==> src/rtl/vending_pkg.sv <==
// Shared coin and dispenser-state definitions for the change payout path.
// Latency: n/a (types, constants and a pure helper function only).
// Backpressure: n/a.
package vending_pkg;

    localparam int NUM_COIN = 4;

    // Enum order is denomination priority: index 0 is the largest coin.
    typedef enum logic [1:0] {
        COIN_20 = 2'd0,
        COIN_10 = 2'd1,
        COIN_5  = 2'd2,
        COIN_1  = 2'd3
    } coin_e;

    localparam logic [7:0] COIN_VAL [NUM_COIN] = '{8'd20, 8'd10, 8'd5, 8'd1};

    typedef enum logic [1:0] {
        IDLE     = 2'd0,
        SELECT   = 2'd1,
        WAIT_ACK = 2'd2,
        DONE     = 2'd3
    } disp_state_e;

    // Hopper strobe layout is {c20,c10,c5,c1}.
    function automatic logic [NUM_COIN-1:0] coin_onehot(input coin_e c);
        return 4'b1000 >> c;
    endfunction

endpackage

==> src/rtl/coin_inventory.sv <==
// Per-denomination coin counters with saturating refill, single-coin decrement and empty flags.
// Latency: counts update on the edge after refill/decrement; empty flags follow the registered counts.
// Backpressure: none; the caller gates refill and decrement by dispenser state.
module coin_inventory
    import vending_pkg::*;
#(
    parameter int CNT_W      = 4,
    parameter int INIT_COUNT = 4
) (
    input  logic                clk,
    input  logic                reset_n,
    input  logic                refill_vld,
    input  coin_e               refill_sel,
    input  logic [CNT_W-1:0]    refill_qty,
    input  logic                dec_vld,
    input  coin_e               dec_sel,
    output logic [NUM_COIN-1:0] empty
);

    localparam logic [CNT_W-1:0] CNT_MAX  = '1;
    localparam logic [CNT_W-1:0] CNT_INIT =
        (INIT_COUNT >= (2**CNT_W - 1)) ? CNT_MAX : CNT_W'(INIT_COUNT);

    logic [CNT_W-1:0] cnt_q [NUM_COIN];
    logic [CNT_W-1:0] cnt_d [NUM_COIN];

    function automatic logic [CNT_W-1:0] sat_add(input logic [CNT_W-1:0] a,
                                                 input logic [CNT_W-1:0] b);
        logic [CNT_W:0] sum;
        sum = {1'b0, a} + {1'b0, b};
        return sum[CNT_W] ? CNT_MAX : sum[CNT_W-1:0];
    endfunction

    always_comb begin
        for (int i = 0; i < NUM_COIN; i++) begin
            cnt_d[i] = cnt_q[i];
            if (refill_vld && refill_sel == coin_e'(2'(i)))
                cnt_d[i] = sat_add(cnt_q[i], refill_qty);
            if (dec_vld && dec_sel == coin_e'(2'(i)) && cnt_q[i] != '0)
                cnt_d[i] = cnt_q[i] - CNT_W'(1);
        end
    end

    // Flag order matches the hopper strobe: bit 3 is the 20-unit coin.
    always_comb begin
        empty = '0;
        for (int i = 0; i < NUM_COIN; i++)
            empty[NUM_COIN-1-i] = (cnt_q[i] == '0);
    end

    always_ff @(posedge clk or negedge reset_n) begin
        if (!reset_n) cnt_q <= '{default: CNT_INIT};
        else          cnt_q <= cnt_d;
    end

endmodule

==> src/rtl/change_dispenser.sv <==
// Greedy largest-first coin payout FSM driving a one-hot hopper; optional ack timeout via CHANGE_DISP_TIMEOUT_EN.
// Latency: zero amount -> payout_done 2 cycles after req; each coin costs one SELECT cycle plus the ack wait.
// Backpressure: coin_out held until coin_ack; payout_req and refill_valid while busy are dropped.
module change_dispenser
    import vending_pkg::*;
#(
    parameter int AMT_W       = 8,
    parameter int CNT_W       = 4,
    parameter int INIT_COUNT  = 4,
    parameter int TIMEOUT_CYC = 16
) (
    input  logic                clk,
    input  logic                reset_n,
    input  logic                payout_req,
    input  logic [AMT_W-1:0]    payout_amt,
    input  logic                coin_ack,
    input  logic                refill_valid,
    input  logic [1:0]          refill_sel,
    input  logic [CNT_W-1:0]    refill_qty,
    output logic                busy,
    output logic [NUM_COIN-1:0] coin_out,
    output logic                payout_done,
    output logic [AMT_W-1:0]    shortfall,
    output logic [NUM_COIN-1:0] inv_empty
);

    disp_state_e         state_q, state_d;
    logic [AMT_W-1:0]    remaining_q, remaining_d;
    logic [AMT_W-1:0]    shortfall_q, shortfall_d;
    logic [NUM_COIN-1:0] coin_out_q, coin_out_d;
    logic                done_q, done_d;
    coin_e               cur_q, cur_d;
    logic                dec_vld;
    logic                pick_vld;
    coin_e               pick;

`ifdef CHANGE_DISP_TIMEOUT_EN
    localparam int TMO_W = $clog2(TIMEOUT_CYC + 1);
    logic [TMO_W-1:0] tmo_q, tmo_d;
`endif

    coin_inventory #(
        .CNT_W      (CNT_W),
        .INIT_COUNT (INIT_COUNT)
    ) u_inv (
        .clk        (clk),
        .reset_n    (reset_n),
        .refill_vld (refill_valid && state_q == IDLE),
        .refill_sel (coin_e'(refill_sel)),
        .refill_qty (refill_qty),
        .dec_vld    (dec_vld),
        .dec_sel    (cur_q),
        .empty      (inv_empty)
    );

    // Scan smallest to largest so the largest eligible coin wins.
    always_comb begin
        pick_vld = 1'b0;
        pick     = COIN_1;
        for (int i = NUM_COIN - 1; i >= 0; i--) begin
            if (!inv_empty[NUM_COIN-1-i] && 32'(COIN_VAL[i]) <= 32'(remaining_q)) begin
                pick_vld = 1'b1;
                pick     = coin_e'(2'(i));
            end
        end
    end

    always_comb begin
        state_d     = state_q;
        remaining_d = remaining_q;
        shortfall_d = shortfall_q;
        coin_out_d  = coin_out_q;
        done_d      = 1'b0;
        cur_d       = cur_q;
        dec_vld     = 1'b0;
`ifdef CHANGE_DISP_TIMEOUT_EN
        tmo_d       = tmo_q;
`endif
        unique case (state_q)
            IDLE: begin
                if (payout_req) begin
                    remaining_d = payout_amt;
                    shortfall_d = '0;
                    state_d     = SELECT;
                end
            end
            SELECT: begin
                if (remaining_q == '0) begin
                    shortfall_d = '0;
                    done_d      = 1'b1;
                    state_d     = DONE;
                end else if (pick_vld) begin
                    coin_out_d  = coin_onehot(pick);
                    cur_d       = pick;
                    state_d     = WAIT_ACK;
`ifdef CHANGE_DISP_TIMEOUT_EN
                    tmo_d       = '0;
`endif
                end else begin
                    shortfall_d = remaining_q;
                    done_d      = 1'b1;
                    state_d     = DONE;
                end
            end
            WAIT_ACK: begin
                if (coin_ack) begin
                    coin_out_d  = '0;
                    remaining_d = remaining_q - AMT_W'(COIN_VAL[cur_q]);
                    dec_vld     = 1'b1;
                    state_d     = SELECT;
                end
`ifdef CHANGE_DISP_TIMEOUT_EN
                else if (tmo_q == TMO_W'(TIMEOUT_CYC - 1)) begin
                    // Hopper jammed: abandon the coin, inventory untouched, report the rest unpaid.
                    coin_out_d  = '0;
                    shortfall_d = remaining_q;
                    done_d      = 1'b1;
                    state_d     = DONE;
                end else begin
                    tmo_d       = tmo_q + TMO_W'(1);
                end
`endif
            end
            DONE: begin
                state_d = IDLE;
            end
            default: begin
                state_d = IDLE;
            end
        endcase
    end

    always_ff @(posedge clk or negedge reset_n) begin
        if (!reset_n) begin
            state_q     <= IDLE;
            remaining_q <= '0;
            shortfall_q <= '0;
            coin_out_q  <= '0;
            done_q      <= 1'b0;
            cur_q       <= COIN_20;
`ifdef CHANGE_DISP_TIMEOUT_EN
            tmo_q       <= '0;
`endif
        end else begin
            state_q     <= state_d;
            remaining_q <= remaining_d;
            shortfall_q <= shortfall_d;
            coin_out_q  <= coin_out_d;
            done_q      <= done_d;
            cur_q       <= cur_d;
`ifdef CHANGE_DISP_TIMEOUT_EN
            tmo_q       <= tmo_d;
`endif
        end
    end

    assign busy        = (state_q != IDLE);
    assign coin_out    = coin_out_q;
    assign payout_done = done_q;
    assign shortfall   = shortfall_q;

endmodule

==> config.mk <==
export PLATFORM = sky130hd
export DESIGN_NAME = change_dispenser
export DESIGN_NICKNAME = d
export VERILOG_FILES = /design/src/rtl/vending_pkg.sv /design/src/rtl/coin_inventory.sv /design/src/rtl/change_dispenser.sv
export SDC_FILE = /design/constraint.sdc
export NUM_CORES = 1
export LEC_CHECK = 0
export ABC_AREA = 1
export CORE_MARGIN = 1
export CORE_UTILIZATION = 50
export CTS_CLUSTER_DIAMETER = 30
export CTS_CLUSTER_SIZE = 20
export DETAILED_ROUTE_END_ITERATION = 10
export PLACE_DENSITY_LB_ADDON = 0.15
export SYNTH_ARGS = -nofsm -noshare
export SYNTH_HDL_FRONTEND = slang
export SYNTH_SLANG_ARGS = --single-unit
==> constraint.sdc <==
create_clock -name clk -period 2.95 [get_ports clk]
set_input_delay 0.295 -clock clk [delete_from_list [all_inputs] [get_ports clk]]
set_output_delay 0.295 -clock clk [all_outputs]
set_load 0.05 [all_outputs]
### Word level (Yosys, flattened, before mapping)

Index checks and enable logic that the tools add are counted.

* $add $sub $neg: 9
* order comparisons: 5
* eq/ne operators: 14
* shifts and indexed selects: 1
* mux-type cells: 43
* bitwise logic cells: 2
* reductions and logical operators: 46

Operators with widths (number)
* $mux W4: 15
* $mux W8: 7
* $pmux W8 S2: 2
* $add A4 B4 Y5: 4
* $logic_and A1 B1 Y1: 17
* $bmux W8 S2: 1
* $logic_not A4 Y1: 4
* $reduce_bool A2 Y1: 8
* $reduce_bool A4 Y1: 4
* $sub A4 B1 Y4 const B: 4
* $eq A2 B2 Y1 const B: 6
* $mux W1: 12
* $reduce_and A3 Y1: 3
* $le A1 B8 Y1 const A: 1
* $le A3 B8 Y1 const A: 1
* $le A4 B8 Y1 const A: 1
* $le A5 B8 Y1 const A: 1
* $logic_not A8 Y1: 1
* $mux W2: 4
* $ne A2 B2 Y1 const B: 4
* $pmux W2 S4: 1
* $pmux W4 S2: 1
* $sub A8 B8 Y8: 1
* $eq A2 B1 Y1 const B: 3
* other kinds (9): 14

* flip-flop bits (word level): 41
* input port bits: 19
* output and inout port bits: 18
* logic and storage cells: 130

### Logic depth before layout (Yosys ltp)

* depth in word-level cells: 10
* mapped depth: 13
* gate-level depth less buffers: 13

### By module

From an unflattened synthesis, not the netlist that was laid out.

* cell total of the unflattened synthesis: 492
* area, all modules: 3439.5 um^2

Modules (own cells, without submodules)
* coin_inventory: instances 1, cells each 279, area each 1834.3 um^2, sequential area each 405.4 um^2
* change_dispenser: instances 1, cells each 213, area each 1605.3 um^2, sequential area each 625.6 um^2

### Least setup slack after synthesis

Ideal clock, no wire load.

* kind: flip-flop to flip-flop
* from: register u_inv.cnt_q[5] in the netlist's numbering
* to: register shortfall_q[0] (netlist: shortfall[0])
* setup time: 118 ps
* arrival time: 2140 ps
* required time: 2832 ps
* setup slack: 691 ps
* stages on the path, launching flop included: 11
* buffers on the path: 1
* period minus slack after synthesis: 2259 ps
* cells stage by stage: dfrtp_1 -> inv_1 -> ha_1 -> nand2_1 -> nor2_1 -> inv_1 -> nand2_1 -> nand4_4 -> buf_6 -> nand3_1 -> nand2_1

* word-level cells in the longest chain between the ends: 8

RTL lines
* start, declared: RTL line coin_inventory.sv:24 `logic [CNT_W-1:0] cnt_q [NUM_COIN];`
* start signal, assigned: RTL line coin_inventory.sv:53 `else cnt_q <= cnt_d;`
* $logic_not A4 Y1: RTL line coin_inventory.sv:48 `empty[NUM_COIN-1-i] = (cnt_q[i] == '0);`
* net inv_empty[1]: RTL line change_dispenser.sv:24 `output logic [NUM_COIN-1:0] inv_empty`
* $logic_not A1 Y1: RTL line change_dispenser.sv:61 `if (!inv_empty[NUM_COIN-1-i] && 32'(COIN_VAL[i]) <= 32'(remaining_q)) begin`
* $logic_and A1 B1 Y1: RTL line change_dispenser.sv:61
* $mux W1 (3 in a row): RTL line change_dispenser.sv:61
* $ne A3 B3 Y1 (no line)
* $reduce_and A3 Y1 (no line)
* end signal, assigned: RTL line change_dispenser.sv:147 `shortfall_q <= shortfall_d;`
* end, declared: RTL line change_dispenser.sv:29 `logic [AMT_W-1:0] shortfall_q, shortfall_d;`

The timed path passes the listed nets, and every way through them passes these cells.
A chain may end at the register's enable or synchronous reset.

### Worst setup path after layout

* from: register u_inv.cnt_q[9] in the netlist's numbering
* to: output inv_empty[2]

* word-level cells in the longest chain between the ends: 1

RTL lines (RTL line)
* $logic_not A4 Y1: coin_inventory.sv:48
* end, declared: change_dispenser.sv:24

No other way between the ends.

==> flow_summary.ini <==
[synth]
ys_ff_latch = 41
synth_cell_types = 34
yosysSeqAreaShare_pct = 33.1
synth_nets = 471
synthDominantCellAreaShare_pct = 29.7
synth.largest_area_cell = dfrtp_1
syn_area_mm2 = 0.00312
synth.avg_cell_area_um2 = 7.39
synth_flop_cell = dfrtp_1
synth_edf_count = 0
yosys_warnings = 0
synth_cells = 422
async_flop_share_pct = 100
synth.area.top_cells = dfrtp_1 (30%), nand2_1 (11%), ha_1 (10%), inv_1 (7.6%), nand3_1 (7.4%)

[setup_path]
path_cells = inv_1, ha_1, nand3_1, inv_1, clkdlybuf4s50_1
critPathArrivalTime_ns = 2.19
crit_path_frequent_cell = inv_1
r2r_start = cur_q[0]
critPathTopFamily = buffers and inverters
cpPeakStageDelay_ns = 0.82
path_depth = 5
crit_fanout = 4
ff2ff_setup_slack_ns = 0.88
path_buf_inv = 3
critPathLaunch = u_inv.cnt_q[9]
crit_type = reg -> out
reg2reg_depth = 9
start_kind = flop
critical_path_required_ns = 2.65
slowest_stage = clkdlybuf4s50_1
end_kind = output pin

[die]
num_io_pins = 37
start_util_pct = 52.4
rows = 28
die-area_mm2 = 0.00656
fp.dieW_um = 81.0
coreArea_mm2 = 0.00596
die_h_um = 81.0

[run_status]
outcome = complete, no violations

[clock_tree]
clk_pin_slew_worst_paths_ns = 0.08
cts_setup_buffers = 0
numClockSinks = 41
cts_buffer_depth = 2
ctsHoldBuffers = 0
cts_tree = built
cts_buffers = 5
clk_latency_ns = 0.30
ctsResizeCount = 0
h-tree-depth = 2
cts_root_buf = clkbuf_8

[pwr]
power_frac_seq_pct = 27.0
p_clk_share_pct = 13.6
ir_drop_v = 0.000610
internal_power_w = 0.00202
swShare_pct = 49.2
p_per_area_mw_per_mm2 = 1090
power_leakage_nw = 1.90
p_switching_w = 0.00196
combPwrFrac_pct = 59.4

[route]
highest_layer = met4
wl_met3_um = 277
first_pass_iters = 4
routedWlPerCell_um = 13.4
postRouteAntennaNets = 0
wl_mm = 7.22
wl_met1_mm = 3.64
met2WireLength_mm = 3.18
route.detailed.drc = 0
routed_via_density = 5.27
via_count = 2832
drtIter0Drc = 152

[worst_hold_path]
min_path_type = in -> async

[global_route]
antenna_found_initial = 0
grt_max_degree = 42
grt_pass1_vias = 2719
grt_pass1_wl_mm = 12.5
grt_use_total_pct = 24.8
grt-ovfl-total = 0

[timing]
hold_viol = 0
post-route-period-util_pct = 84.4
setup_viol = 0
skew_ns = 0.00377
hold-worst-slack_ns = 0.135
rsz0062_at_grt = false
fin_crit_ns = 2.49
tns_ns = 0
slew_violations = 0
fmax_mhz = 402
worst_slew_pin_slew_ns = 0.956
relSlewSlack_pct = 36.3

[place]
portBuffers = 36
gp_congestion = 0.920
dp_hpwl_mm = 5.56

[flow_run]
cap_violations = 0

[layout]
final_nets = 510
n_antenna_cell = 0
area_growth_pct = 17.7
layout-drive-gt1-share_pct = 7.58
fill_cells = 547
[power by group through the flow]
stage	sequential (W)	combinational, W	clock, W
final	0.00108	0.00237	0.000544
after global placement	0.00108	0.00230	0
after CTS	0.00107	0.00237	0.000557
after global routing	0.00111	0.00269	0.000574
after floorplan	0.00123	0.00160	0
after detailed placement	0.00108	0.00235	0
[worst paths after layout]
kind | endpoint
hold reg to reg | coin_out[3]
hold / removal | u_inv.cnt_q[13]
max in group asynchronous | coin_out[2]
min in group clk | coin_out[3]
setup / recovery | inv_empty[2]
setup reg to reg | remaining_q[4]
[cell families after synthesis]
group                    Yosys count  share of synthesized area, %
AND/OR/NAND/NOR                  204                          29.9
buffers and inverters             71                          9.07
AO/OA/AOI/OAI                     62                          10.8
flip-flops                        41                          33.1
adder cells (fa/ha/maj)           30                          13.2
XOR/XNOR                          14                          3.93
[state kept, by name (all words and copies together) (netlist names)]
register,cells
u_inv.cnt_q,16
shortfall,8
state_q,2
cur_q,2
payout_done,1
coin_out,4
remaining_q,8
[cell usage after synthesis, types with 2 or more instances]
library cell and n:
nor2_2 6, nand2_2 7, fa_1 5, inv_2 3, o22ai_1 4, nand2_1 91, nand4_1 6, xnor2_1 6
dfrtp_1 37, o211ai_1 4, xor2_1 8, nor2_4 2, a21oi_1 17, o31ai_1 2, a31oi_1 4, ha_1 25
o21ai_0 25, inv_1 63, nand3_1 46, nor2_1 39, buf_4 2, o21ai_1 5, dfstp_2 4
[area by class of cell]
| class | instances | area [um2] | area share, % |
|---|---|---|---|
| clock buffers | 5 | 68.8 | 1.87 |
| clock inverters | 3 | 65.1 | 1.77 |
| inverters | 67 | 251 | 6.85 |
| multi-input cells | 310 | 1810 | 49.2 |
| flip-flops and latches | 41 | 1030 | 28.1 |
| well taps | 75 | 93.8 | 2.56 |
| repair buffers | 36 | 355 | 9.68 |
[per-stage QoR]
step	util (%)	area [um2]	total power (W)	cells	setup WS [ns]
after floorplan	-	3120	0.00283	422	0.691
after global placement	59.4	3540	0.00338	529	0.762
after detailed placement	59.4	3540	0.00343	529	0.693
after CTS	61.6	3670	0.00400	537	0.443
after global routing	61.6	3670	0.00437	537	0.335
final	61.6	3670	0.00399	537	0.460
[worst register-to-register path: cells and delay by family, from the launching register on]
family	cells	cell delay (ns)
adder cells (fa/ha/maj)	1	0.35
buffers and inverters	2	0.24
flip-flops	1	0.38
AO/OA/AOI/OAI	4	0.50
AND/OR/NAND/NOR	2	0.46
[layer usage]
metal | track usage, % | vias to the layer above
li1 | - | 1452
met1 | 36.1 | 1305
met2 | 38.0 | 61
met3 | 3.48 | 14
met4 | 7.32 | 0
met5 | 0 | -
[placed cells by master (no fill, tap or decap), types with 2 or more instances in the layout]
cell type | synthesis | routed
nor2_4 | 2 | 2
o211ai_1 | 4 | 4
nand3_1 | 46 | 46
clkdlybuf4s50_1 | 0 | 35
inv_1 | 63 | 63
nor2_2 | 6 | 6
ha_1 | 25 | 25
dfrtp_1 | 37 | 37
clkbuf_8 | 0 | 5
xor2_1 | 8 | 8
nand2_2 | 7 | 7
a31oi_1 | 4 | 4
o21ai_0 | 25 | 25
dfstp_2 | 4 | 4
o22ai_1 | 4 | 4
nand2_1 | 91 | 91
nand4_1 | 6 | 6
bufinv_16 | 0 | 2
fa_1 | 5 | 5
a21oi_1 | 17 | 17
o31ai_1 | 2 | 2
inv_2 | 3 | 3
nor2_1 | 39 | 39
o21ai_1 | 5 | 5
xnor2_1 | 6 | 6
(Power assumes the default switching activity.)
